<file path="src/rtl/memory_access_unit_pkg.sv">
// Shared definitions for the data-memory access stage: data-length and
// direction encodings, FSM state type and small datapath helpers.
package mem_defs;

  localparam logic [1:0] DL_BYTE  = 2'b00;
  localparam logic [1:0] DL_HALF  = 2'b01;
  localparam logic [1:0] DL_WORD  = 2'b10;
  localparam logic [1:0] DL_DWORD = 2'b11;

  localparam logic RW_READ  = 1'b1;
  localparam logic RW_WRITE = 1'b0;

  typedef enum logic [1:0] {
    ST_IDLE = 2'b00,
    ST_WAIT = 2'b01,
    ST_XFER = 2'b10,
    ST_DONE = 2'b11
  } state_e;

  // Number of bytes moved for a data length; doubleword is handled as a word.
  function automatic logic [2:0] dl_bytes(input logic [1:0] dl);
    logic [2:0] n;
    case (dl)
      DL_BYTE: n = 3'd1;
      DL_HALF: n = 3'd2;
      default: n = 3'd4;
    endcase
    return n;
  endfunction

  // Halfwords need an even address, words a 4-byte aligned one.
  function automatic logic is_misaligned(input logic [1:0] dl, input logic [1:0] addr_lo);
    logic bad;
    case (dl)
      DL_BYTE: bad = 1'b0;
      DL_HALF: bad = addr_lo[0];
      default: bad = (addr_lo != 2'b00);
    endcase
    return bad;
  endfunction

  // Left-justify write data so the first (most significant) byte sits in [31:24].
  function automatic logic [31:0] align_wdata(input logic [1:0] dl, input logic [31:0] d);
    logic [31:0] r;
    case (dl)
      DL_BYTE: r = {d[7:0], 24'd0};
      DL_HALF: r = {d[15:0], 16'd0};
      default: r = d;
    endcase
    return r;
  endfunction

  // Zero- or sign-extend an assembled read value; words pass through untouched.
  function automatic logic [31:0] extend_read(input logic [31:0] v, input logic [1:0] dl,
                                              input logic sg);
    logic [31:0] r;
    case (dl)
      DL_BYTE: r = sg ? {{24{v[7]}}, v[7:0]} : {24'd0, v[7:0]};
      DL_HALF: r = sg ? {{16{v[15]}}, v[15:0]} : {16'd0, v[15:0]};
      default: r = v;
    endcase
    return r;
  endfunction

endpackage

</file>
<file path="src/rtl/memory_access_unit_byte_ram.sv">
// Byte-wide RAM: synchronous write, asynchronous read, single shared address.
// Contents are deliberately not reset.
module byte_ram #(
  parameter int ADDR_W = 9
) (
  input  logic              clk,
  input  logic              we,
  input  logic [ADDR_W-1:0] addr,
  input  logic [7:0]        din,
  output logic [7:0]        dout
);

  logic [7:0] mem [0:(2**ADDR_W)-1];

  // Store one byte on the rising edge when write-enabled.
  always_ff @(posedge clk) begin
    if (we) begin
      mem[addr] <= din;
    end
  end

  assign dout = mem[addr];

endmodule

</file>
<file path="src/rtl/memory_access_unit.sv">
// Data memory stage: accepts a MOV request from the control unit, moves
// 1/2/4 bytes big-endian through byte_ram one byte per cycle after an
// access latency, and answers with a registered MOC / read data handshake.
module memory_access_unit
  import mem_defs::*;
#(
  parameter int ADDR_W      = 9,
  parameter int WAIT_CYCLES = 2
) (
  input  logic        clk,
  input  logic        reset,
  input  logic        mov,
  input  logic        rw,
  input  logic        sig,
  input  logic [1:0]  dl,
  input  logic [31:0] addr,
  input  logic [31:0] data_in,
  output logic [31:0] data_out,
  output logic        moc,
  output logic        align_err
);

  localparam int CNT_W = 16;
  localparam logic [CNT_W-1:0] CNT_LAST = CNT_W'((WAIT_CYCLES > 0) ? (WAIT_CYCLES - 1) : 0);

  state_e            state_q, state_d;
  logic [CNT_W-1:0]  cnt_q, cnt_d;
  logic [2:0]        rem_q, rem_d;
  logic [ADDR_W-1:0] addr_q, addr_d;
  logic              rw_q, rw_d;
  logic              sig_q, sig_d;
  logic [1:0]        dl_q, dl_d;
  logic [31:0]       wdata_q, wdata_d;
  logic [31:0]       asm_q, asm_d;
  logic [31:0]       data_out_q, data_out_d;
  logic              moc_q, moc_d;
  logic              align_err_q, align_err_d;

  logic              ram_we_s;
  logic [7:0]        ram_dout_s;
  logic              unused_addr_s;

  // Address bits above the RAM depth are ignored, giving modulo wrap.
  assign unused_addr_s = ^addr[31:ADDR_W];

  byte_ram #(.ADDR_W(ADDR_W)) u_ram (
    .clk  (clk),
    .we   (ram_we_s),
    .addr (addr_q),
    .din  (wdata_q[31:24]),
    .dout (ram_dout_s)
  );

  // Next-state and datapath computation for the request/transfer sequencer.
  always_comb begin
    state_d     = state_q;
    cnt_d       = cnt_q;
    rem_d       = rem_q;
    addr_d      = addr_q;
    rw_d        = rw_q;
    sig_d       = sig_q;
    dl_d        = dl_q;
    wdata_d     = wdata_q;
    asm_d       = asm_q;
    data_out_d  = data_out_q;
    moc_d       = moc_q;
    align_err_d = align_err_q;
    ram_we_s    = 1'b0;

    case (state_q)
      ST_IDLE: begin
        if (mov) begin
          rw_d    = rw;
          sig_d   = sig;
          dl_d    = dl;
          addr_d  = addr[ADDR_W-1:0];
          wdata_d = align_wdata(dl, data_in);
          asm_d   = 32'd0;
          rem_d   = dl_bytes(dl);
          cnt_d   = {CNT_W{1'b0}};
          if (is_misaligned(dl, addr[1:0])) begin
            // Reject without touching RAM or data_out.
            state_d     = ST_DONE;
            moc_d       = 1'b1;
            align_err_d = 1'b1;
          end else if (WAIT_CYCLES > 0) begin
            state_d = ST_WAIT;
          end else begin
            state_d = ST_XFER;
          end
        end else begin
          state_d = ST_IDLE;
        end
      end

      ST_WAIT: begin
        if (cnt_q == CNT_LAST) begin
          cnt_d   = {CNT_W{1'b0}};
          state_d = ST_XFER;
        end else begin
          cnt_d   = cnt_q + CNT_W'(1);
          state_d = ST_WAIT;
        end
      end

      ST_XFER: begin
        // One byte per cycle, most significant byte at the lowest address.
        ram_we_s = (rw_q == RW_WRITE);
        wdata_d  = {wdata_q[23:0], 8'd0};
        asm_d    = {asm_q[23:0], ram_dout_s};
        addr_d   = addr_q + ADDR_W'(1);
        rem_d    = rem_q - 3'd1;
        if (rem_q == 3'd1) begin
          state_d     = ST_DONE;
          moc_d       = 1'b1;
          align_err_d = 1'b0;
          if (rw_q == RW_READ) begin
            data_out_d = extend_read({asm_q[23:0], ram_dout_s}, dl_q, sig_q);
          end else begin
            data_out_d = data_out_q;
          end
        end else begin
          state_d = ST_XFER;
        end
      end

      ST_DONE: begin
        // Hold the handshake until the control unit drops mov.
        if (!mov) begin
          state_d     = ST_IDLE;
          moc_d       = 1'b0;
          align_err_d = 1'b0;
        end else begin
          state_d = ST_DONE;
        end
      end

      default: begin
        state_d     = ST_IDLE;
        moc_d       = 1'b0;
        align_err_d = 1'b0;
      end
    endcase
  end

  // State and output registers; asynchronous reset abandons any transfer.
  always_ff @(posedge clk or negedge reset) begin
    if (!reset) begin
      state_q     <= ST_IDLE;
      cnt_q       <= {CNT_W{1'b0}};
      rem_q       <= 3'd0;
      addr_q      <= {ADDR_W{1'b0}};
      rw_q        <= RW_READ;
      sig_q       <= 1'b0;
      dl_q        <= DL_BYTE;
      wdata_q     <= 32'd0;
      asm_q       <= 32'd0;
      data_out_q  <= 32'd0;
      moc_q       <= 1'b0;
      align_err_q <= 1'b0;
    end else begin
      state_q     <= state_d;
      cnt_q       <= cnt_d;
      rem_q       <= rem_d;
      addr_q      <= addr_d;
      rw_q        <= rw_d;
      sig_q       <= sig_d;
      dl_q        <= dl_d;
      wdata_q     <= wdata_d;
      asm_q       <= asm_d;
      data_out_q  <= data_out_d;
      moc_q       <= moc_d;
      align_err_q <= align_err_d;
    end
  end

  assign data_out  = data_out_q;
  assign moc       = moc_q;
  assign align_err = align_err_q;

endmodule

</file>
<file path="config.mk">
export PLATFORM = sky130hd
export DESIGN_NAME = memory_access_unit
export DESIGN_NICKNAME = d
export VERILOG_FILES = /design/src/rtl/memory_access_unit_pkg.sv /design/src/rtl/memory_access_unit_byte_ram.sv /design/src/rtl/memory_access_unit.sv
export SDC_FILE = /design/constraint.sdc
export NUM_CORES = 2
export LEC_CHECK = 0
export CAP_MARGIN = 40
export CORE_ASPECT_RATIO = 2
export CORE_UTILIZATION = 35
export CTS_CLUSTER_DIAMETER = 60
export DETAILED_ROUTE_END_ITERATION = 6
export GPL_ROUTABILITY_DRIVEN = 0
export SETUP_SLACK_MARGIN = 0.02
export SYNTH_ARGS = -nofsm -noshare
export SYNTH_HDL_FRONTEND = slang
export SYNTH_SLANG_ARGS = --single-unit
</file>
<file path="constraint.sdc">
create_clock -name clk -period 9.8 [get_ports clk]
set_input_delay 1.47 -clock clk [delete_from_list [all_inputs] [get_ports clk]]
set_output_delay 1.47 -clock clk [all_outputs]
set_load 0.02 [all_outputs]
</file>
==> results.cfg <==
[outcome]
status = complete, but fails checks
violations = DRC

[placement]
postPlaceCellArea_um2 = 175000
post-dp-hpwl_mm = 376
io_buffers = 81

[timing]
fin_crit_sh = 0.599
max_freq_mhz = 170
finalMaxSlewViolations = 0
skew_ns = 0.0581
fin_tns_setup_ns = 0
slew_headroom = 0.0832
rsz0062_at_grt = false
tightest_slew_ns = 1.38
period_minus_slack_ns = 5.87
finalSetupViolCount = 0
hold_viol_final = 0

[floorplanning]
die-width_um = 487
dieArea_um2 = 474000
io_pins = 105
core-area_um2 = 469000
start_util = 0.351
rows = 356
die_y_um = 973

[synthesis]
ys_top_cells_by_area = edfxtp_1, mux4_2, mux2i_1
synth_compound_area_frac = 0.0339
ys_ff_latch = 4220
syn-num-nets = 8328
synth_top_area_frac = 0.746
synthArstFlopShare = 0.0294
synth_top_family_by_area = multiplexers
synth-main-ff-cell = edfxtp_1
syn_area_um2 = 165000
synth.largest_area_cell = edfxtp_1
syn_avg_cell_area_um2 = 20.0
synthXorXnorAreaFrac = 0.000159
synth_cell_types = 82
synth-simple-area-share = 0.0365
synth_edf_count = 4096
synth_fa_ha_area_frac = 0.000607
synth_mux_area_frac = 0.146
netlist_instances = 8249
yosysSeqAreaShare = 0.764
ys_warn_count = 0

[worst_setup_path]
crit_type = reg -> reg
crit_path_start_kind = flip-flop
r2r_slack_ns = 3.93
crit_arrival_ns = 6.71
worst_setup_path_end_kind = flip-flop
cpPeakStageDelay_ns = 0.88
path_cells = buf_4 > and2_4 > buf_4 > a22oi_1 > nand3_1 > nand4_1 > a22oi_1 > o2111ai_2 > o21ai_2 > nand3_1
crit_path_max_fanout = 30
critical_path_required_ns = 10.64
slowest_stage = dfrtp_4

[cts]
cts_resized = 0
root_buffer = clkbuf_16
cts_max_level = 5
cts_sinks = 4220
clkTransAtPathRegs_ns = 0.08
cts_setup_buffers = 0
cts_buffers = 333
cts_tree = yes
postCtsHoldBufs = 0
worstSkewPairLatency_ns = 1.04
cts_buffer_depth = 4

[layout]
fillers = 41573
fin_area_um2 = 187000
drive_above_1_share = 0.220
nNetsFinal = 8698
area_delta_synth_final_pct = 13.3

[drt]
drt-initial-drc-count = 12093
ant_nets = 0
drt_wl_total_mm = 576
vias = 89517
dr.pass1.iters = 7
drc = 2
drt-vias-per-instance = 5.87
wire_per_inst_um = 37.8

[global_routing]
track_usage = 0.240
grt_max_degree = 204
grt_pass1_wl_mm = 770
overflow = 0
grt_pass1_vias = 88689
antenna_found_initial = 53

[job]
maxCapViolCount = 0

[power_and_ir_drop]
power.density_nw_per_um2 = 305
ir_worst_vdd_uv = 304
leakage_nw = 57.9

[min_path]
min_path_type = reg -> reg
==> worst paths after layout <==
check	start	to	cells past startpoint
max	addr_q[1]$_DFFE_PN0P_	data_out[25]$_DFFE_PN0P_	10
min	wdata_q[1]$_DFFE_PN0P_	wdata_q[9]$_DFFE_PN0P_	2
max reg2reg	addr_q[1]$_DFFE_PN0P_	data_out[25]$_DFFE_PN0P_	10
min reg2reg	wdata_q[1]$_DFFE_PN0P_	wdata_q[9]$_DFFE_PN0P_	2
max in group asynchronous	reset	addr_q[1]$_DFFE_PN0P_	2
min in group asynchronous	reset	wdata_q[21]$_DFFE_PN0P_	1
==> synth_stat cells, types with 6 or more instances <==
cell type / number
a2111oi_0: 8
a211oi_1: 38
a21oi_1: 139
a221oi_1: 45
a22o_1: 31
a22oi_1: 240
a311oi_1: 7
a31oi_1: 28
a32oi_1: 20
and2_1: 10
and3_1: 37
buf_1: 46
buf_12: 9
buf_2: 79
buf_4: 63
buf_6: 61
clkbuf_1: 255
dfrtp_1: 123
edfxtp_1: 4096
ha_1: 8
inv_1: 8
mux2_2: 38
mux2i_1: 394
mux4_1: 17
mux4_2: 857
nand2_1: 328
nand2b_1: 21
nand3_1: 147
nand3b_1: 6
nand4_1: 44
nor2_1: 663
nor2b_1: 25
nor3_1: 35
nor3b_1: 9
nor4_1: 14
o2111ai_1: 9
o211ai_1: 25
o21ai_0: 97
o21ai_1: 8
o221ai_1: 11
o22ai_1: 45
or3_1: 8
or3b_2: 6
==> power breakdown <==
group	total [mW]	internal, mW	leakage (nW)	switching, mW
Sequential	23.3	22.7	38.4	0.575
Clock	14.0	7.43	5.31	6.60
Combinational	19.8	5.80	14.1	14.0
Total	57.1	35.9	57.9	21.1
==> layout make-up <==
| class | count | area, µm² | area share |
|---|---|---|---|
| Clock buffer | 393 | 8730 | 0.0467 |
| Timing Repair Buffer | 552 | 5460 | 0.0292 |
| Multi-Input combinational cell | 3501 | 36300 | 0.194 |
| Tap cell | 6265 | 7840 | 0.0419 |
| Inverter | 11 | 51.3 | 0.000274 |
| Sequential cell | 4220 | 126000 | 0.675 |
| Clock inverter | 206 | 2120 | 0.0113 |
| Antenna cell | 100 | 250 | 0.00134 |
==> metal layers <==
layer | vias up | GRT usage | routed length (µm)
met3 | 1732 | 0.0486 | 46300
met1 | 47323 | 0.237 | 170000
met5 | - | 0 | 89
li1 | 34691 | - | -
met2 | 5759 | 0.403 | 290000
met4 | 12 | 0.261 | 70100
==> worst max-delay path, delay by kind of cell (launching register included) <==
family / cells / cell delay [ns]
buffers and inverters: 2 / 1.10
and+or+nand+nor: 4 / 1.57
DFF: 1 / 0.88
AOI/OAI and AO/OA: 4 / 1.92
==> layout by cell type, fill, tap and decap left out, types with 23 or more instances in the layout <==
cell and count:
o22ai_1 45, nand3_1 143, mux2_2 38, clkbuf_16 340
edfxtp_1 4096, clkinv_1 66, o211ai_1 25, a21oi_1 137
nor2_1 652, nand4_1 44, a31oi_1 27, and3_1 37
clkbuf_1 51, bufinv_16 38, buf_12 41, nor3_1 31
dfrtp_1 108, buf_16 23, clkinv_2 56, diode_2 100
a22o_1 31, a22oi_1 240, mux4_2 857, mux2i_1 391
buf_4 374, o21ai_0 91, clkdlybuf4s50_1 80, a221oi_1 45
a211oi_1 35, nand2_1 312
==> per-stage QoR <==
step / util / hold WS, ns / instances / total power, mW / setup WS [ns]
after CTS: 0.397 / 0.491 / 15120 / 56.5 / 4.10
after global placement: 0.370 / 0.469 / 14347 / 42.1 / 3.89
final: 0.398 / 0.485 / 15248 / 57.1 / 3.93
after global routing: 0.398 / 0.513 / 15191 / 57.7 / 4.06
after detailed placement: 0.374 / 0.467 / 14521 / 42.8 / 4.14
after floorplan: - / 0.438 / 8249 / 34.5 / 2.33
==> cell families (layout without fill, tap and decap cells) <==
family / Yosys count / in the layout
DFF: 4220 / 4220
and+or+nand+nor: 1378 / 1378
muxes: 1308 / 1308
AOI/OAI and AO/OA: 804 / 804
buffers and inverters: 528 / 1162
adders and majority gates: 8 / 8
xor gates and xnor gates: 3 / 3
other: 0 / 100
==> registers in the layout (all words and copies together), names as in the netlist, 2 cells and up <==
name and flops:
wdata_q 32, dl_q 2, asm_q 24, u_ram.mem 4096
state_q 2, data_out 32, addr_q 9, cnt_q 16
rem_q 3
Power figures use the tool's default switching activity.
